### config.mk
export PLATFORM = sky130hd
export DESIGN_NAME = rr_grant_arbiter
export DESIGN_NICKNAME = d
export VERILOG_FILES = /design/src/rtl/rr_grant_arbiter.sv
export SDC_FILE = /design/constraint.sdc
export NUM_CORES = 1
export LEC_CHECK = 0
export CAP_MARGIN = 20
export CORE_MARGIN = 2
export CORE_UTILIZATION = 45
export DETAILED_ROUTE_END_ITERATION = 8
export PLACE_DENSITY = 0.73
export SETUP_SLACK_MARGIN = 0.1
export SYNTH_ARGS = -nofsm -noshare
export SYNTH_HDL_FRONTEND = slang
export SYNTH_SLANG_ARGS = --single-unit
### constraint.sdc
create_clock -name clk -period 1.34 [get_ports clk]
set_input_delay 0.268 -clock clk [delete_from_list [all_inputs] [get_ports clk]]
set_output_delay 0.268 -clock clk [all_outputs]
set_load 0.05 [all_outputs]
### src/rtl/rr_grant_arbiter.sv
`default_nettype none
// ============================================================================
//  Module      : rr_grant_arbiter
//  Description : 4-way round-robin arbiter with registered one-hot grant,
//                grant enable, owner index and hold-limit timeout pulse.
//                A grant ends on owner release, owner request drop or hold
//                limit, and is always followed by at least one idle cycle.
//  Revision    : 1.0 - initial release
// ============================================================================
module rr_grant_arbiter #(
   parameter int N        = 4,
   parameter int MAX_HOLD = 15,
   parameter int IDW      = 2
) (
   input  logic           clk,
   input  logic           rst,
   input  logic [N-1:0]   req,
   // "release" is a reserved word in SystemVerilog, hence this port name
   input  logic           owner_release,
   output logic [N-1:0]   grant,
   output logic           grant_en,
   output logic [IDW-1:0] owner_id,
   output logic           timeout
);

   // Hold counter must represent MAX_HOLD itself; keep at least one bit.
   localparam int CW = (MAX_HOLD < 1) ? 1 : $clog2(MAX_HOLD + 1);
   localparam logic [CW-1:0] HOLD_LIM = CW'(MAX_HOLD);
   localparam logic [CW-1:0] CNT_MAX  = {CW{1'b1}};

   typedef enum logic [0:0] {
      IDLE  = 1'b0,
      GRANT = 1'b1
   } state_t;

   state_t          state;
   logic [IDW-1:0]  pointer;
   logic [CW-1:0]   hold_cnt;

   logic [IDW-1:0]  sel;
   logic            sel_valid;
   logic            exit_rel;
   logic            exit_drop;
   logic            exit_hold;
   logic [IDW-1:0]  next_pointer;

   // Pick the first requester at or after the pointer, wrapping at N-1.
   // The scan runs from the farthest offset down so the nearest one wins.
   always_comb begin
      sel       = '0;
      sel_valid = 1'b0;
      for (int k = N - 1; k >= 0; k--) begin
         if (req[IDW'((int'(pointer) + k) % N)]) begin
            sel       = IDW'((int'(pointer) + k) % N);
            sel_valid = 1'b1;
         end
      end
   end

   // Grant termination conditions and the rotated pointer for the next round.
   always_comb begin
      exit_rel     = owner_release;
      exit_drop    = ~req[owner_id];
      exit_hold    = (MAX_HOLD != 0) && (hold_cnt == HOLD_LIM);
      next_pointer = (owner_id == IDW'(N - 1)) ? '0 : owner_id + IDW'(1);
   end

   // Arbiter state machine; every output is registered here.
   always_ff @(posedge clk or posedge rst) begin
      if (rst) begin
         state    <= IDLE;
         grant    <= '0;
         grant_en <= 1'b0;
         owner_id <= '0;
         timeout  <= 1'b0;
         pointer  <= '0;
         hold_cnt <= '0;
      end else begin
         case (state)
            IDLE: begin
               timeout <= 1'b0;
               if (sel_valid) begin
                  grant      <= '0;
                  grant[sel] <= 1'b1;
                  grant_en   <= 1'b1;
                  owner_id   <= sel;
                  hold_cnt   <= CW'(1);
                  state      <= GRANT;
               end
            end
            GRANT: begin
               if (exit_rel || exit_drop || exit_hold) begin
                  grant    <= '0;
                  grant_en <= 1'b0;
                  pointer  <= next_pointer;
                  hold_cnt <= '0;
                  // Release and request drop take precedence over the limit.
                  timeout  <= exit_hold && !exit_rel && !exit_drop;
                  state    <= IDLE;
               end else if (hold_cnt != CNT_MAX) begin
                  hold_cnt <= hold_cnt + CW'(1);
               end
            end
            default: begin
               state    <= IDLE;
               grant    <= '0;
               grant_en <= 1'b0;
               timeout  <= 1'b0;
            end
         endcase
      end
   end

endmodule
`default_nettype wire

==> flow_summary.json, run 1 <==
{
  "result_of_the_run": "finished, violations left",
  "failed_checks": "negative setup slack",
  "floorplan.die.width_um": 46.42,
  "clkLatencyLatePin_ps": 290,
  "drive_above_1_share_pct": 59.17,
  "cts_hold_repair.buffers": 0,
  "core_area_mm2": 0.001708,
  "finalWeightedCongestion": 0.7408,
  "worst_pin_slew_ps": 307.0,
  "cts_made_buffers": 3,
  "power.density_mw_per_mm2": 2286,
  "cap_viol_max_count": 0,
  "post_synth_net_total": 86,
  "post_synth.cell_area_avg_um2": 10.51,
  "cts.root.buffer_cell": "clkbuf_4",
  "drtPass1Iterations": 4,
  "worstSetupEndpointType": "flip-flop",
  "synth-async-reset-ratio_pct": 100.0,
  "die-height_um": 46.42,
  "synth_top_cells_by_area": "dfrtp_1 (46%), a32o_1 (6.2%), mux2i_1 (4.9%), a21oi_1 (3.7%), ha_1 (3.1%)",
  "max_freq_ghz": 0.6931,
  "total_routing_resource_utilization_after_global_routing_pct": 25.83,
  "dp_hpwl_um": 1487,
  "antennaDiodeCount": 0,
  "critical_path_source_type": "flip-flop",
  "max_slew_margin_pct": 79.49,
  "synth-warning-count": 0,
  "grt_pass1_wl_um": 3850,
  "rows": 15,
  "fin_ws_ps": -102.7,
  "dominantRegCellSynth": "dfrtp_1",
  "final-instance-count-excl-fill": 145,
  "mostFrequentLayoutCells": "buf_4 (22), dfrtp_1 (12), buf_12 (8), buf_6 (6)",
  "number_of_flops_mapped_to_enable_cells_by_yosys": 0,
  "first_iter_violations": 25,
  "growth_of_design_area_from_synthesis_to_finish_pct": 70.94,
  "synth_top_cell_area_share_pct": 46.37,
  "die_area_mm2": 0.002154,
  "portBuffers": 14,
  "period_share_pct": 107.7,
  "ff2ff_path_depth": 4,
  "globalRoute.totalOverflow": 0,
  "most_frequent_standard_cell_in_the_layout_excluding_fill_and_tap_cells": "buf_4",
  "placedCellCount": 135,
  "synth-seq-area-share_pct": 46.37,
  "final_core_utilization_pct": 81.03,
  "ant_nets": 0,
  "route.detailed.vias_per_inst": 5.469,
  "grt_antenna_before_repair": 0,
  "hold_path.class": "in2async",
  "cts_sinks": 15,
  "maximum_fanout_count_along_the_critical_path": 5,
  "ir_drop_v": 0.001648,
  "worstPathArrival_ps": 1630,
  "synth.lib_cells_used.distinct": 33,
  "p_leak_uw": 0.0006142,
  "final_critical_path_time_including_i_o_delays_and_setup_ps": 1443,
  "deepest_level_of_the_cts_h_tree": 1,
  "syn_area_um2": 809.5,
  "wl_per_cell_um": 15.74,
  "final-max-slew-violation-count": 0,
  "synth_area_leader_cell": "dfrtp_1",
  "critical_path.endpoint": "grant[0]$_DFFE_PP0P_",
  "final_nets": 130,
  "worst_r2r_startpoint": "pointer[1]$_DFFE_PP0P_",
  "io_pins": 15,
  "grt_setup_unrepaired": "yes",
  "cts_tree": "yes",
  "vias_in_the_first_global_route": 847,
  "report.final.hold_viol_count": 0,
  "detail_route.drc_violations": 0,
  "required_time_reported_for_the_critical_path_endpoint_ps": 1530,
  "reg2reg_slack_ps": -100,
  "detail_route.wirelength_um": 2282,
  "rr_endpoint": "grant[0]$_DFFE_PP0P_",
  "launching_instance_or_port_of_the_critical_path": "pointer[1]$_DFFE_PP0P_",
  "synth-seq-cells": 15,
  "initial_utilization_pct": 47.40,
  "worst_path_clk_slew_ps": 100,
  "setup_violations": 14,
  "detailroute.via_count": 793,
  "clockBufferDepth": 2,
  "fin_skew_ps": 4.755,
  "maximum_number_of_pins_on_one_net_before_global_route_repair": 16,
  "critPathKind": "reg2reg",
  "synthesis.instances": 77
}
[flip-flops by register name, summed over array words and instances, names as in the netlist]
name / count
hold_cnt: 4
timeout: 1
state: 1
grant_en: 1
owner_id: 2
pointer: 2
grant: 4
[metrics by stage]
step	TNS [ps]	area (um2)	worst slack (ps)	power [uW]	hold slack, ps
2_1_floorplan	-1290	824.5	-237.9	1635	169.3
3_3_place_gp	-6263	1215	-513.8	2441	494.2
3_5_place_dp	-6723	1215	-551.6	2488	504.5
4_1_cts	-709.3	1370	-130.4	3038	293.7
5_1_grt	-1631	1384	-147.4	3325	293.8
6_report	-712.0	1384	-102.7	3163	280.2
[synthesized netlist by cell type (2+ instances only)]
master	number
mux2_1	2
a21oi_1	6
nor3_1	2
and2_1	2
mux2i_1	4
or2_1	2
inv_1	5
nor3b_1	2
nand3_1	3
a32o_1	5
ha_1	2
nor2_1	2
nand2_1	5
o21ai_0	2
dfrtp_1	15
[worst max-delay path, stage by stage (launching register included)]
cell and delay [ps]:
dfrtp_2 460, mux2i_2 160, and2_4 150, or3_4 350, a32o_1 230
[per-layer routing]
layer | GRT usage, % | routed length [um] | share of wire, % | vias to the layer above
met5 | 0 | 0 | 0 | -
met4 | 12.57 | 60 | 2.6 | 0
met3 | 5.098 | 63 | 2.8 | 6
met2 | 42.22 | 1152 | 50 | 21
met1 | 32.20 | 1006 | 44 | 397
li1 | - | - | - | 369
[where the power goes]
| part | internal [uW] | total (uW) | switching (uW) | leakage [uW] |
|---|---|---|---|---|
| logic | 1110 | 2080 | 968 | 0.000407 |
| registers | 623 | 814 | 191 | 0.000190 |
| clock network | 111 | 273 | 162 | 0.0000177 |
| total | 1840 | 3160 | 1320 | 0.000614 |
[final cells by class]
class	instances	area, um2
multi-input cells	54	489.2
clock buffers	3	22.52
flip-flops and latches	15	379.1
repair buffers	42	437.9
well taps	25	31.28
fillers	94	324.1
inverters	5	18.77
clock inverters	1	5.005
[worst min path at each step]
stage / from / end / slack (ps)
6_report: rst / timeout$_DFFE_PP0P_ / 280
5_1_grt: rst / grant[3]$_DFFE_PP0P_ / 290
4_1_cts: rst / timeout$_DFFE_PP0P_ / 290
3_5_place_dp: hold_cnt[2]$_DFFE_PP0P_ / hold_cnt[2]$_DFFE_PP0P_ / 500
3_3_place_gp: hold_cnt[2]$_DFFE_PP0P_ / hold_cnt[2]$_DFFE_PP0P_ / 490
2_1_floorplan: rst / grant[0]$_DFFE_PP0P_ / 170
[repair_timing]
| item | CTS | global route |
|---|---|---|
| pin swaps | 17 | 6 |
| buffers inserted | 6 | 0 |
| endpoints found under the setup margin | 17 | 17 |
| gates resized for setup | 26 | 14 |
[logic make-up after synthesis]
| kind of cell | synth area share (%) |
|---|---|
| AO/OA/AOI/OAI | 20.25 |
| XOR/XNOR | 1.082 |
| adder cells (fa/ha/maj) | 3.091 |
| buffers and inverters | 4.790 |
| flip-flops | 46.37 |
| multiplexers | 7.728 |
| AND/OR/NAND/NOR | 16.69 |
No activity file was read; power rests on OpenSTA's default activity.
==> inputs of run 2 (changes only) <==
clock period = 1.2 ns   (was 1.34 ns; I/O delays follow)
==> run 2 against run 1 <==
  * Design area grew 1.4%
  * Highest routed layer unchanged
  * Wire length grew 2.0%
  * Utilization grew 1.1 points
  * Power grew 11%
  * The run still ends with negative setup slack left
  * Largest cell class is now non-clock buffers
  * First-iteration DRC count shrank 16%
  * Clock-buffer cell count is the same
  * Combinational power grew 11%
  * Critical path depth is the same
==> flow_summary.json, run 2 (synthesis results as in run 1) <==
{
  "result_of_the_run": "finished, violations left",
  "failed_checks": "negative setup slack",
  "fin_worst_hold_slack_ps": 244.9,
  "cp.buffers_inverters": 0,
  "cts_sinks": 15,
  "largest_incremental_delay_on_the_critical_path_ps": 440,
  "fin_ws_ps": -296.4,
  "route.detailed.vias_per_inst": 5.342,
  "drtPass1Iterations": 4,
  "worstSetupEndpointType": "flip-flop",
  "wl_per_cell_um": 15.62,
  "rows": 15,
  "dp_hpwl_um": 1548,
  "p_leak_uw": 0.0006231,
  "max_slew_margin_pct": 83.37,
  "globalRoute.totalOverflow": 0,
  "crit_family": "multiplexers",
  "required_time_reported_for_the_critical_path_endpoint_ps": 1370,
  "largest_registers": "grant (4), hold_cnt (4)",
  "core_area_mm2": 0.001708,
  "cpMaxStageDelayCell": "dfrtp_2",
  "critPathKind": "reg2reg",
  "final_core_utilization_pct": 82.12,
  "io_pins": 15,
  "worst_pin_slew_ps": 249.0,
  "cts_made_buffers": 3,
  "cts_hold_repair.buffers": 0,
  "cts_tree": "yes",
  "most_frequent_standard_cell_in_the_layout_excluding_fill_and_tap_cells": "buf_4",
  "ir_drop_v": 0.001797,
  "portBuffers": 14,
  "growth_of_design_area_from_synthesis_to_finish_pct": 73.26,
  "clockBufferDepth": 2,
  "power_uw": 3517,
  "die-height_um": 46.42,
  "drive_above_1_share_pct": 56.45,
  "maximum_fanout_count_along_the_critical_path": 4,
  "detail_route.drc_violations": 0,
  "critical_path_source_type": "flip-flop",
  "grt_setup_unrepaired": "yes",
  "vias_in_the_first_global_route": 837,
  "period_share_pct": 124.7,
  "detailroute.via_count": 796,
  "initial_utilization_pct": 47.40,
  "ant_nets": 0,
  "worst_path_clk_slew_ps": 100,
  "first_iter_violations": 21,
  "crit_path_cell_trace": "mux2i_2 -> o22ai_2 -> a21oi_2 -> mux2_1",
  "final-max-slew-violation-count": 0,
  "cap_viol_max_count": 0,
  "mostFrequentLayoutCells": "buf_4 (26), dfrtp_1 (11), buf_12 (8), buf_6 (6)",
  "die_area_mm2": 0.002154,
  "total_routing_resource_utilization_after_global_routing_pct": 24.31,
  "grt_pass1_wl_um": 3739,
  "final_critical_path_time_including_i_o_delays_and_setup_ps": 1496,
  "grt_antenna_before_repair": 0,
  "detailedPlace.worstSlack_ps": -649.9,
  "fin_skew_ps": 0.7203,
  "cts.root.buffer_cell": "clkbuf_4",
  "detail_route.wirelength_um": 2328,
  "setup_violations": 16,
  "deepest_level_of_the_cts_h_tree": 1,
  "clkLatencyLatePin_ps": 290,
  "report.final.hold_viol_count": 0,
  "final_nets": 134,
  "worstPathArrival_ps": 1670,
  "maximum_number_of_pins_on_one_net_before_global_route_repair": 16,
  "floorplan.die.width_um": 46.42,
  "power.density_mw_per_mm2": 2507,
  "antennaDiodeCount": 0,
  "hold_path.class": "in2async",
  "max_freq_ghz": 0.6683,
  "finalWeightedCongestion": 0.7588
}
## run 2: cell types whose count changed in the layout (fill, tap and decap cells not counted), sizes merged
cell	previous run	this run
clkbuf	5	4
buf	37	41
clkdlybuf4s15	1	2
## run 2: area by class of cell
| class | instances | area (um2) |
|---|---|---|
| repair buffers | 46 | 473.0 |
| fillers | 90 | 305.3 |
| clock inverters | 1 | 5.005 |
| clock buffers | 3 | 22.52 |
| inverters | 5 | 18.77 |
| flip-flops and latches | 15 | 380.4 |
| well taps | 25 | 31.28 |
| multi-input cells | 54 | 471.7 |
## run 2: worst paths after layout
kind,startpoint,slack (ps),endpoint,cells past startpoint
max,owner_id[1]$_DFFE_PP0P_,-300,pointer[1]$_DFFE_PP0P_,4
min,rst,240,grant[0]$_DFFE_PP0P_,3
max reg2reg,owner_id[1]$_DFFE_PP0P_,-300,pointer[1]$_DFFE_PP0P_,4
min reg2reg,pointer[0]$_DFFE_PP0P_,570,pointer[0]$_DFFE_PP0P_,1
max in group asynchronous,rst,760,owner_id[1]$_DFFE_PP0P_,3
min in group clk,req[1],550,owner_id[1]$_DFFE_PP0P_,5
## run 2: worst reg2reg max path: stages (launching register included)
cell and delay, ps:
dfrtp_2 440, mux2i_2 250, o22ai_2 120, a21oi_2 220, mux2_1 350
## run 2: power breakdown
part,switching [uW],internal (uW),leakage (uW)
logic,1060,1240,0.000417
registers,213,698,0.000188
clock network,180,124,0.0000177
total,1460,2060,0.000623
## run 2: layer usage
layer	GRT usage (%)	vias to the layer above	wire [um]	share of wire (%)
li1	-	382	-	-
met1	29.58	385	983	42
met2	44.44	25	1254	54
met3	3.922	4	71	3.0
met4	5.143	0	19	0.82
met5	0	-	0	0
## run 2: stage by stage
| step | cells | area (um2) | setup TNS (ps) |
|---|---|---|---|
| 3_3_place_gp | 137 | 1235 | -8038 |
| 6_report | 149 | 1403 | -3409 |
| 5_1_grt | 149 | 1403 | -4339 |
| 4_1_cts | 146 | 1360 | -2524 |
| 3_5_place_dp | 137 | 1235 | -8701 |
| 2_1_floorplan | 77 | 829.5 | -3013 |
## run 2: repair_timing
action,CTS,global route
resized for setup,21,13
cloned,0,0
pin swaps,16,9
endpoints found under the setup margin,23,23
setup buffers,6,3
==> inputs of run 3 (changes only) <==
CELL_PAD_IN_SITES_DETAIL_PLACEMENT = 0   (was unset)
CELL_PAD_IN_SITES_GLOBAL_PLACEMENT = 1   (was unset)
CORE_UTILIZATION = 35   (was 45)
PLACE_DENSITY = unset   (was 0.73)
PLACE_DENSITY_LB_ADDON = 0.1   (was unset)
==> run 3 against run 2 <==
  * The flow still finishes with violations (negative setup slack)
  * Die area up 26%
  * Wire length is 10% lower
  * Clock power about the same
  * Fmax grew 0.89%
  * Critical path type unchanged
  * Critical endpoint is now pointer[0]$_DFFE_PP0P_
==> flow_summary.json, run 3 (synthesis results as in run 1) <==
{
  "cpMaxStageDelayCell": "dfrtp_2",
  "ant_nets": 0,
  "deepest_level_of_the_cts_h_tree": 1,
  "first_iter_violations": 8,
  "finalInstanceArea_mm2": 0.001449,
  "worstSetupEndpointType": "flip-flop",
  "met3RoutedLength_um": 49,
  "die-height_um": 52.09,
  "grt_antenna_before_repair": 0,
  "cts.root.buffer_cell": "clkbuf_4",
  "critPathKind": "reg2reg",
  "power_uw": 3618,
  "drive_above_1_share_pct": 59.02,
  "most_frequent_standard_cell_in_the_layout_excluding_fill_and_tap_cells": "buf_4",
  "worst_pin_slew_ps": 280.7,
  "die_area_mm2": 0.002713,
  "met1Wirelength_um": 918,
  "crit_path_cell_trace": "mux2i_2 -> o22ai_4 -> a21oi_4 -> mux2_4",
  "worst_r2r_startpoint": "owner_id[1]$_DFFE_PP0P_",
  "io_pins": 15,
  "grt_pass1_wl_um": 3353,
  "detail_route.wirelength_um": 2095,
  "cts_sinks": 15,
  "p_leak_uw": 0.0006269,
  "cap_viol_max_count": 0,
  "hold_path.class": "in2async",
  "setup_violations": 16,
  "grt_setup_unrepaired": "yes",
  "final_nets": 132,
  "result_of_the_run": "finished, violations left",
  "floorplan.die.width_um": 52.09,
  "rows": 17,
  "top_layer": "met4",
  "period_share_pct": 123.6,
  "growth_of_design_area_from_synthesis_to_finish_pct": 78.98,
  "final_core_utilization_pct": 66.13,
  "failed_checks": "negative setup slack",
  "ir_drop_v": 0.001485,
  "detail_route.drc_violations": 0,
  "largest_registers": "grant (4), hold_cnt (4)",
  "finalWeightedCongestion": 0.7428,
  "detailedPlace.worstSlack_ps": -640.1,
  "placed_cell_area_mm2": 0.001239,
  "portBuffers": 14,
  "reg2reg_slack_ps": -280,
  "initial_utilization_pct": 36.95,
  "largest_incremental_delay_on_the_critical_path_ps": 430,
  "mostFrequentLayoutCells": "buf_4 (23), dfrtp_1 (12), buf_12 (8), buf_6 (7)",
  "clockBufferDepth": 2,
  "vias_in_the_first_global_route": 758,
  "total_routing_resource_utilization_after_global_routing_pct": 17.07,
  "antennaDiodeCount": 0,
  "timing.setup.tns_ps": -3210,
  "max_freq_ghz": 0.6742,
  "cts_made_buffers": 3,
  "drtPass1Iterations": 4,
  "final_critical_path_time_including_i_o_delays_and_setup_ps": 1483,
  "clkLatencyLatePin_ps": 290,
  "final-max-slew-violation-count": 0,
  "cts_tree": "yes",
  "dp_hpwl_um": 1402,
  "rr_endpoint": "pointer[0]$_DFFE_PP0P_",
  "globalRoute.totalOverflow": 0,
  "core_area_mm2": 0.002191,
  "required_time_reported_for_the_critical_path_endpoint_ps": 1380,
  "maximum_fanout_count_along_the_critical_path": 4,
  "max_slew_margin_pct": 81.25,
  "fin_skew_ps": 10.11,
  "report.final.hold_viol_count": 0,
  "ff2ff_path_depth": 4,
  "critical_path_source_type": "flip-flop",
  "fin_ws_ps": -283.2,
  "power.density_mw_per_mm2": 2497,
  "worstPathArrival_ps": 1670,
  "num-fill-cells": 182,
  "route.detailed.vias_per_inst": 5.093,
  "wl_per_cell_um": 13.97,
  "detailroute.via_count": 764,
  "worst_path_clk_slew_ps": 100,
  "maximum_number_of_pins_on_one_net_before_global_route_repair": 16,
  "met2_routed_wl_um": 1112
}
run 3: cell type report:
| cell class | count | area (um2) | area share [%] |
|---|---|---|---|
| Tap cell | 28 | 35.03 | 2.418 |
| Clock buffer | 3 | 22.52 | 1.554 |
| Clock inverter | 1 | 5.005 | 0.3454 |
| Multi-Input combinational cell | 54 | 526.8 | 36.36 |
| Inverter | 5 | 18.77 | 1.295 |
| Timing Repair Buffer | 44 | 461.7 | 31.87 |
| Sequential cell | 15 | 379.1 | 26.17 |
run 3: critical path: cells and delay by family, from the launching register on:
family / cells / cell delay, ps
multiplexers: 2 / 600
flip-flops: 1 / 430
AO/OA/AOI/OAI: 2 / 350
run 3: power breakdown:
group	internal (uW)	switching, uW
registers	695	220
clock network	124	176
logic	1310	1090
total	2130	1490
run 3: how the worst max path moves through the flow:
stage                                  startpoint                endpoint  slack [ps]  depth (start not counted)
after floorplan           owner_id[1]$_DFFE_PP0P_  pointer[0]$_DFFE_PP0P_        -380                          4
after global placement                     req[2]    grant[0]$_DFFE_PP0P_        -620                          4
after detailed placement                   req[2]    grant[0]$_DFFE_PP0P_        -640                          4
after CTS                 owner_id[0]$_DFFE_PP0P_  pointer[0]$_DFFE_PP0P_        -240                          4
after global routing      owner_id[1]$_DFFE_PP0P_  pointer[0]$_DFFE_PP0P_        -320                          4
final                     owner_id[1]$_DFFE_PP0P_  pointer[0]$_DFFE_PP0P_        -280                          4
run 3: repair_timing:
item,CTS,global route
setup endpoints to repair,23,23
gates resized for setup,16,27
pin swaps,4,9
setup buffers,4,3
hold buffers,0,0
run 3: metrics by stage:
step / instances / hold WS (ps)
5_1_grt: 150 / 289.6
2_1_floorplan: 77 / 141.3
6_report: 150 / 235.9
3_3_place_gp: 140 / 541.1
3_5_place_dp: 140 / 545.5
4_1_cts: 148 / 237.4
run 3: layer usage:
metal | vias to the layer above | global-route usage [%]
li1 | 379 | -
met1 | 373 | 21.35
met2 | 10 | 28.69
met3 | 2 | 2.586
met4 | 0 | 7.895
met5 | - | 0
